--- config.mk ---
export PLATFORM = sky130hd
export DESIGN_NAME = bus_address_decoder
export DESIGN_NICKNAME = d
export VERILOG_FILES = /design/src/rtl/bus_address_decoder.sv
export SDC_FILE = /design/constraint.sdc
export NUM_CORES = 1
export LEC_CHECK = 0
export CORE_MARGIN = 4
export CORE_UTILIZATION = 41
export CTS_CLUSTER_DIAMETER = 200
export DETAILED_ROUTE_END_ITERATION = 8
export PLACE_DENSITY = 0.74
export SLEW_MARGIN = 20
export SYNTH_ARGS = -nofsm -noshare
export SYNTH_HDL_FRONTEND = slang
export SYNTH_SLANG_ARGS = --single-unit
--- constraint.sdc ---
create_clock -name clk -period 1.75 [get_ports clk]
set_clock_uncertainty 0.1 [all_clocks]
set_input_delay 0.175 -clock clk [delete_from_list [all_inputs] [get_ports clk]]
set_output_delay 0.175 -clock clk [all_outputs]
set_load 0.05 [all_outputs]
--- src/rtl/bus_address_decoder.sv ---
// bus_address_decoder
//   Registered slave-select decoder for the UART peripheral bus. A master
//   request is latched in IDLE. The decoder then drives a held one-hot select
//   to the addressed slave and waits for that slave's acknowledge. Each
//   request ends in one completion pulse. Out-of-range addresses and slaves
//   that do not answer within TIMEOUT cycles produce a bus-error pulse.
//
// Ports
//   clk            system clock, rising edge
//   resetN         asynchronous active-low reset
//   enable         global enable; gates new requests only
//   reqIn          master request, sampled in IDLE
//   addressIn      slave index, sampled with reqIn
//   writeIn        direction (1 = write), sampled with reqIn
//   slaveAck       per-slave acknowledge; only the selected bit is looked at
//   decodedAddress registered one-hot select, held for the whole access
//   writeOut       registered direction, valid while decodedAddress != 0
//   ackOut         one-cycle completion pulse
//   errorOut       one-cycle bus-error pulse, coincident with ackOut
//   busy           high whenever the FSM is not in IDLE
module bus_address_decoder #(
  parameter int ADDR_WIDTH = 3,
  parameter int NUM_SLAVES = 8,
  parameter int TIMEOUT    = 16
) (
  input  logic                  clk,
  input  logic                  resetN,
  input  logic                  enable,
  input  logic                  reqIn,
  input  logic [ADDR_WIDTH-1:0] addressIn,
  input  logic                  writeIn,
  input  logic [NUM_SLAVES-1:0] slaveAck,
  output logic [NUM_SLAVES-1:0] decodedAddress,
  output logic                  writeOut,
  output logic                  ackOut,
  output logic                  errorOut,
  output logic                  busy
);

  // The counter keeps at least one bit so that TIMEOUT = 0 still elaborates.
  // With TIMEOUT = 0 the counter is never used.
  localparam int CNT_W = (TIMEOUT > 0) ? $clog2(TIMEOUT + 1) : 1;
  localparam logic [CNT_W-1:0] CNT_LAST = (TIMEOUT > 0) ? CNT_W'(TIMEOUT - 1) : '0;
  // ADDR_WIDTH <= 8 and NUM_SLAVES <= 256, so 9 bits hold both sides of the
  // range compare without truncation.
  localparam logic [8:0] NUM_SLAVES_W = 9'(NUM_SLAVES);

  typedef enum logic [1:0] {
    IDLE   = 2'd0,
    ACCESS = 2'd1,
    DONE   = 2'd2,
    ERROR  = 2'd3
  } state_t;

  state_t                state_q, state_d;
  logic [NUM_SLAVES-1:0] decoded_q, decoded_d;
  logic                  write_q, write_d;
  logic                  ack_q, ack_d;
  logic                  err_q, err_d;
  logic                  busy_q, busy_d;
  logic [CNT_W-1:0]      cnt_q, cnt_d;

  logic [NUM_SLAVES-1:0] addr_onehot;
  logic                  addr_in_range;
  logic                  sel_ack;

  // One comparator per select line. An out-of-range address sets no bit.
  for (genvar gi = 0; gi < NUM_SLAVES; gi++) begin : g_sel
    assign addr_onehot[gi] = (addressIn == ADDR_WIDTH'(gi));
  end

  assign addr_in_range = (9'(addressIn) < NUM_SLAVES_W);

  // The held select is one-hot, so masking picks out exactly the selected
  // slave's ack. Acks from other slaves drop out here.
  assign sel_ack = |(slaveAck & decoded_q);

  always_comb begin
    state_d   = state_q;
    decoded_d = decoded_q;
    write_d   = write_q;
    cnt_d     = cnt_q;
    ack_d     = 1'b0;
    err_d     = 1'b0;

    unique case (state_q)
      IDLE: begin
        decoded_d = '0;
        write_d   = 1'b0;
        if (enable && reqIn) begin
          if (addr_in_range) begin
            state_d   = ACCESS;
            decoded_d = addr_onehot;
            write_d   = writeIn;
            cnt_d     = '0;
          end else begin
            // Skip ACCESS entirely. The error pulse covers the ERROR cycle.
            state_d = ERROR;
            ack_d   = 1'b1;
            err_d   = 1'b1;
          end
        end
      end

      ACCESS: begin
        if (sel_ack) begin
          // The ack is tested first, so it beats a timeout on the same edge.
          state_d   = DONE;
          ack_d     = 1'b1;
          decoded_d = '0;
          write_d   = 1'b0;
        end else if ((TIMEOUT != 0) && (cnt_q == CNT_LAST)) begin
          state_d   = ERROR;
          ack_d     = 1'b1;
          err_d     = 1'b1;
          decoded_d = '0;
          write_d   = 1'b0;
        end else if (TIMEOUT != 0) begin
          // The counter never passes CNT_LAST, so it cannot wrap.
          cnt_d = cnt_q + CNT_W'(1);
        end
      end

      DONE, ERROR: begin
        state_d   = IDLE;
        decoded_d = '0;
        write_d   = 1'b0;
      end

      default: begin
        state_d   = IDLE;
        decoded_d = '0;
        write_d   = 1'b0;
      end
    endcase

    busy_d = (state_d != IDLE);
  end

  always_ff @(posedge clk or negedge resetN) begin
    if (!resetN) begin
      state_q   <= IDLE;
      decoded_q <= '0;
      write_q   <= 1'b0;
      ack_q     <= 1'b0;
      err_q     <= 1'b0;
      busy_q    <= 1'b0;
      cnt_q     <= '0;
    end else begin
      state_q   <= state_d;
      decoded_q <= decoded_d;
      write_q   <= write_d;
      ack_q     <= ack_d;
      err_q     <= err_d;
      busy_q    <= busy_d;
      cnt_q     <= cnt_d;
    end
  end

  assign decodedAddress = decoded_q;
  assign writeOut       = write_q;
  assign ackOut         = ack_q;
  assign errorOut       = err_q;
  assign busy           = busy_q;

endmodule

==> metrics.txt <==
outcome completed; cts hold-fix bufs 0; mux cell area share after synthesis 0; GP Congestion 0.846; critical path arrival between 1.5 and 2 ns; Core ar. between 2000 and 2500 um^2; Post-Syn Instances 85; top-area cell type share of the netlist area 0.507; post-route setup slack 0.0115 ns; syn_area_per_cell approximately 11 um^2; worst skew pair latency around 0.30 ns; Ys Warns 0; Die Span X roughly 56 um; Die Area 3110 um^2; top post-synthesis cells by count dfrtp_1, nand2_1, a211o_1, a22oi_1, o211ai_1; Placed Area approximately 1300 um^2; CP max stage delay 0.41 ns; CTS Buf Count 3; crit path capture type flop; net count after synthesis 103; RSZ-0062 raised after global routing true; Top FF cell, synth dfrtp_1; maximum clock rate approximately 580 MHz; area grow syn2layout 53.3%; Worst Tran Pin Value ~0.5 ns; vias in the first global route 891; Clock Root Buffer clkbuf_4; I/O pins 28; worst hold path class in2async; total power 1.87 mW; FF+latch count, synth 19; count leader, synth dfrtp_1; PwrDens 1300 nW/um^2; Post-synth EDFFs 0; Clock transition at path regs between 0.1 and 0.15 ns; chip height 55.8 um; remaining global-route overflow 0; DRT iter0 DRCs 19; Hold Fails Final Rpt 0; vias per inst between 5 and 6; minimum clock period ~1.7 ns; Starting Density 0.428; CTS Buffer Depth 2; crit path launch type flop; # Max-Cap Violations 0; H-tree levels 1; Pleak ~0.65 nW; worst vdd ir 0.000714 V; Cell Chain, Critical Path ha_2 > and3_4 > ha_4 > or3_4 > o311ai_4; setup TNS 0 ns; critical setup path kind reg2reg; area share of and/or/nand/nor cells after synthesis 0.178; gr usage total 0.165; clock sink count 19; register area share after synthesis 0.507; largest family of logic cells by synthesized area compound AO/OA/AOI/OAI gates; CTS tree built; post-synthesis compound-gate area fraction 0.242; remaining antenna violation count 0; Post-DP HPWL 1810 um; std cell rows 17; synthesized cell area between 900 and 1000 um^2; vias 875; antenna violations before repair 0; first-pass GRT wire length slightly above 4000 um; n_diodes 0; Synth Area in Adders 0.0267; largest net degree at the start of global routing 20; layout cells sized above 1 0.422; routed len/inst 15.9 um; Post-layout nets approximately 150; post-place setup slack -0.184 ns; Synth area leader dfrtp_1; Routed WL between 2000 and 2500 um; Period Utilization, post-route 0.993; Max-Slew Margin vs Limit 0.673; Synth area leaders dfrtp_1, nand2_1, a211o_1; DRC 0; Slew Limit Fails 0; Post-Synth XOR/XNOR Area 0; Cell variety after synth 31; Final Cell Area around 1400 um^2; WP data required 1.87 ns; Buffers on Ports 27; Async SR Flop Fraction 1.00; CP max FO 5; slowest CP cell dfrtp_1; Setup Viol. Count Final 0; Pre-Repair DR Iteration Count 4
registers in the layout (all words and copies together), names as in the netlist:
| name | flops |
|---|---|
| cnt_q | 5 |
| ackOut | 1 |
| busy | 1 |
| writeOut | 1 |
| decodedAddress | 8 |
| state_q | 2 |
| errorOut | 1 |
power by group:
part / switching, mW / total, mW / internal (mW)
Combinational: 0.548 / 1.04 / 0.490
Clock: 0.141 / 0.227 / 0.0851
Sequential: 0.0657 / 0.609 / 0.544
through the flow:
stage          utilization  std cells  hold WS [ns]
6_report             0.656        156        0.0887
5_1_grt              0.656        156         0.103
4_1_cts              0.612        150        0.0972
3_5_place_dp         0.593        146         0.393
3_3_place_gp         0.593        146         0.384
2_1_floorplan            -         85        -0.221
per-layer routing:
metal  track usage  up-vias  part of all wire
met2         0.289       21              0.51
met4        0.0610        0             0.019
met5             0        -                 0
met1         0.205      435              0.43
met3        0.0255        6             0.042
li1              -      413                 -
cell type report:
type	count	area, um^2
Clock buffer	3	22.5
Sequential cell	19	485
Tap cell	28	35.0
Multi-Input combinational cell	58	499
Timing Repair Buffer	44	378
Inverter	3	11.3
Clock inverter	1	5.00
Fill cell	170	754
timing repair:
item / in CTS / in global routing
endpoints found under the setup margin: 5 / 15
gates resized for setup: 3 / 11
gates cloned: 0 / 1
setup buffers: 0 / 5
pin swaps: 1 / 6
hold endpoints to repair: 0 / 0
worst paths after layout:
kind	from	depth (start not counted)	end	slack, ns
setup / recovery	cnt_q[0]$_DFFE_PN0P_	5	cnt_q[4]$_DFFE_PN0P_	0.01
hold / removal	resetN	2	cnt_q[3]$_DFFE_PN0P_	0.09
setup reg to reg	cnt_q[0]$_DFFE_PN0P_	5	cnt_q[4]$_DFFE_PN0P_	0.01
hold reg to reg	writeOut$_DFFE_PN0P_	1	writeOut$_DFFE_PN0P_	0.42
max in group asynchronous	resetN	2	decodedAddress[4]$_DFFE_PN0P_	1.23
min in group clk	writeIn	2	writeOut$_DFFE_PN0P_	0.38
cell families after synthesis:
group,after synthesis
AND/OR/NAND/NOR,29
AO/OA/AOI/OAI,27
flip-flops,19
buffers and inverters,8
adder cells (fa/ha/maj),2
critical path, delay by kind of cell, from the launching register on:
kind            cells  cell delay, ns
flops               1            0.41
simple gates        2            0.55
compound gates      1            0.22
fa+ha+maj           2            0.37
layout by cell type, fill, tap and decap left out, drive strengths merged:
| cell | synthesis | final |
|---|---|---|
| a21boi | 1 | 1 |
| clkinv | 0 | 1 |
| or3 | 1 | 1 |
| a22oi | 4 | 4 |
| and3 | 1 | 1 |
| ha | 2 | 2 |
| clkbuf | 2 | 3 |
| o31ai | 1 | 1 |
| nand4bb | 1 | 1 |
| inv | 3 | 3 |
| a21o | 2 | 2 |
| dfrtp | 19 | 19 |
| nand2 | 10 | 10 |
| nand3 | 1 | 1 |
| o2bb2ai | 3 | 3 |
| nand2b | 3 | 3 |
| a22o | 2 | 2 |
| o211ai | 4 | 4 |
| a32o | 2 | 2 |
| and2 | 2 | 2 |
| buf | 3 | 28 |
| nor2b | 1 | 1 |
| a211o | 4 | 4 |
| nor3 | 3 | 3 |
| nor4 | 4 | 4 |
| o311ai | 2 | 2 |
| o311a | 2 | 2 |
| clkdlybuf4s50 | 0 | 16 |
| nor2 | 2 | 2 |
Power figures use the tool's default switching activity.
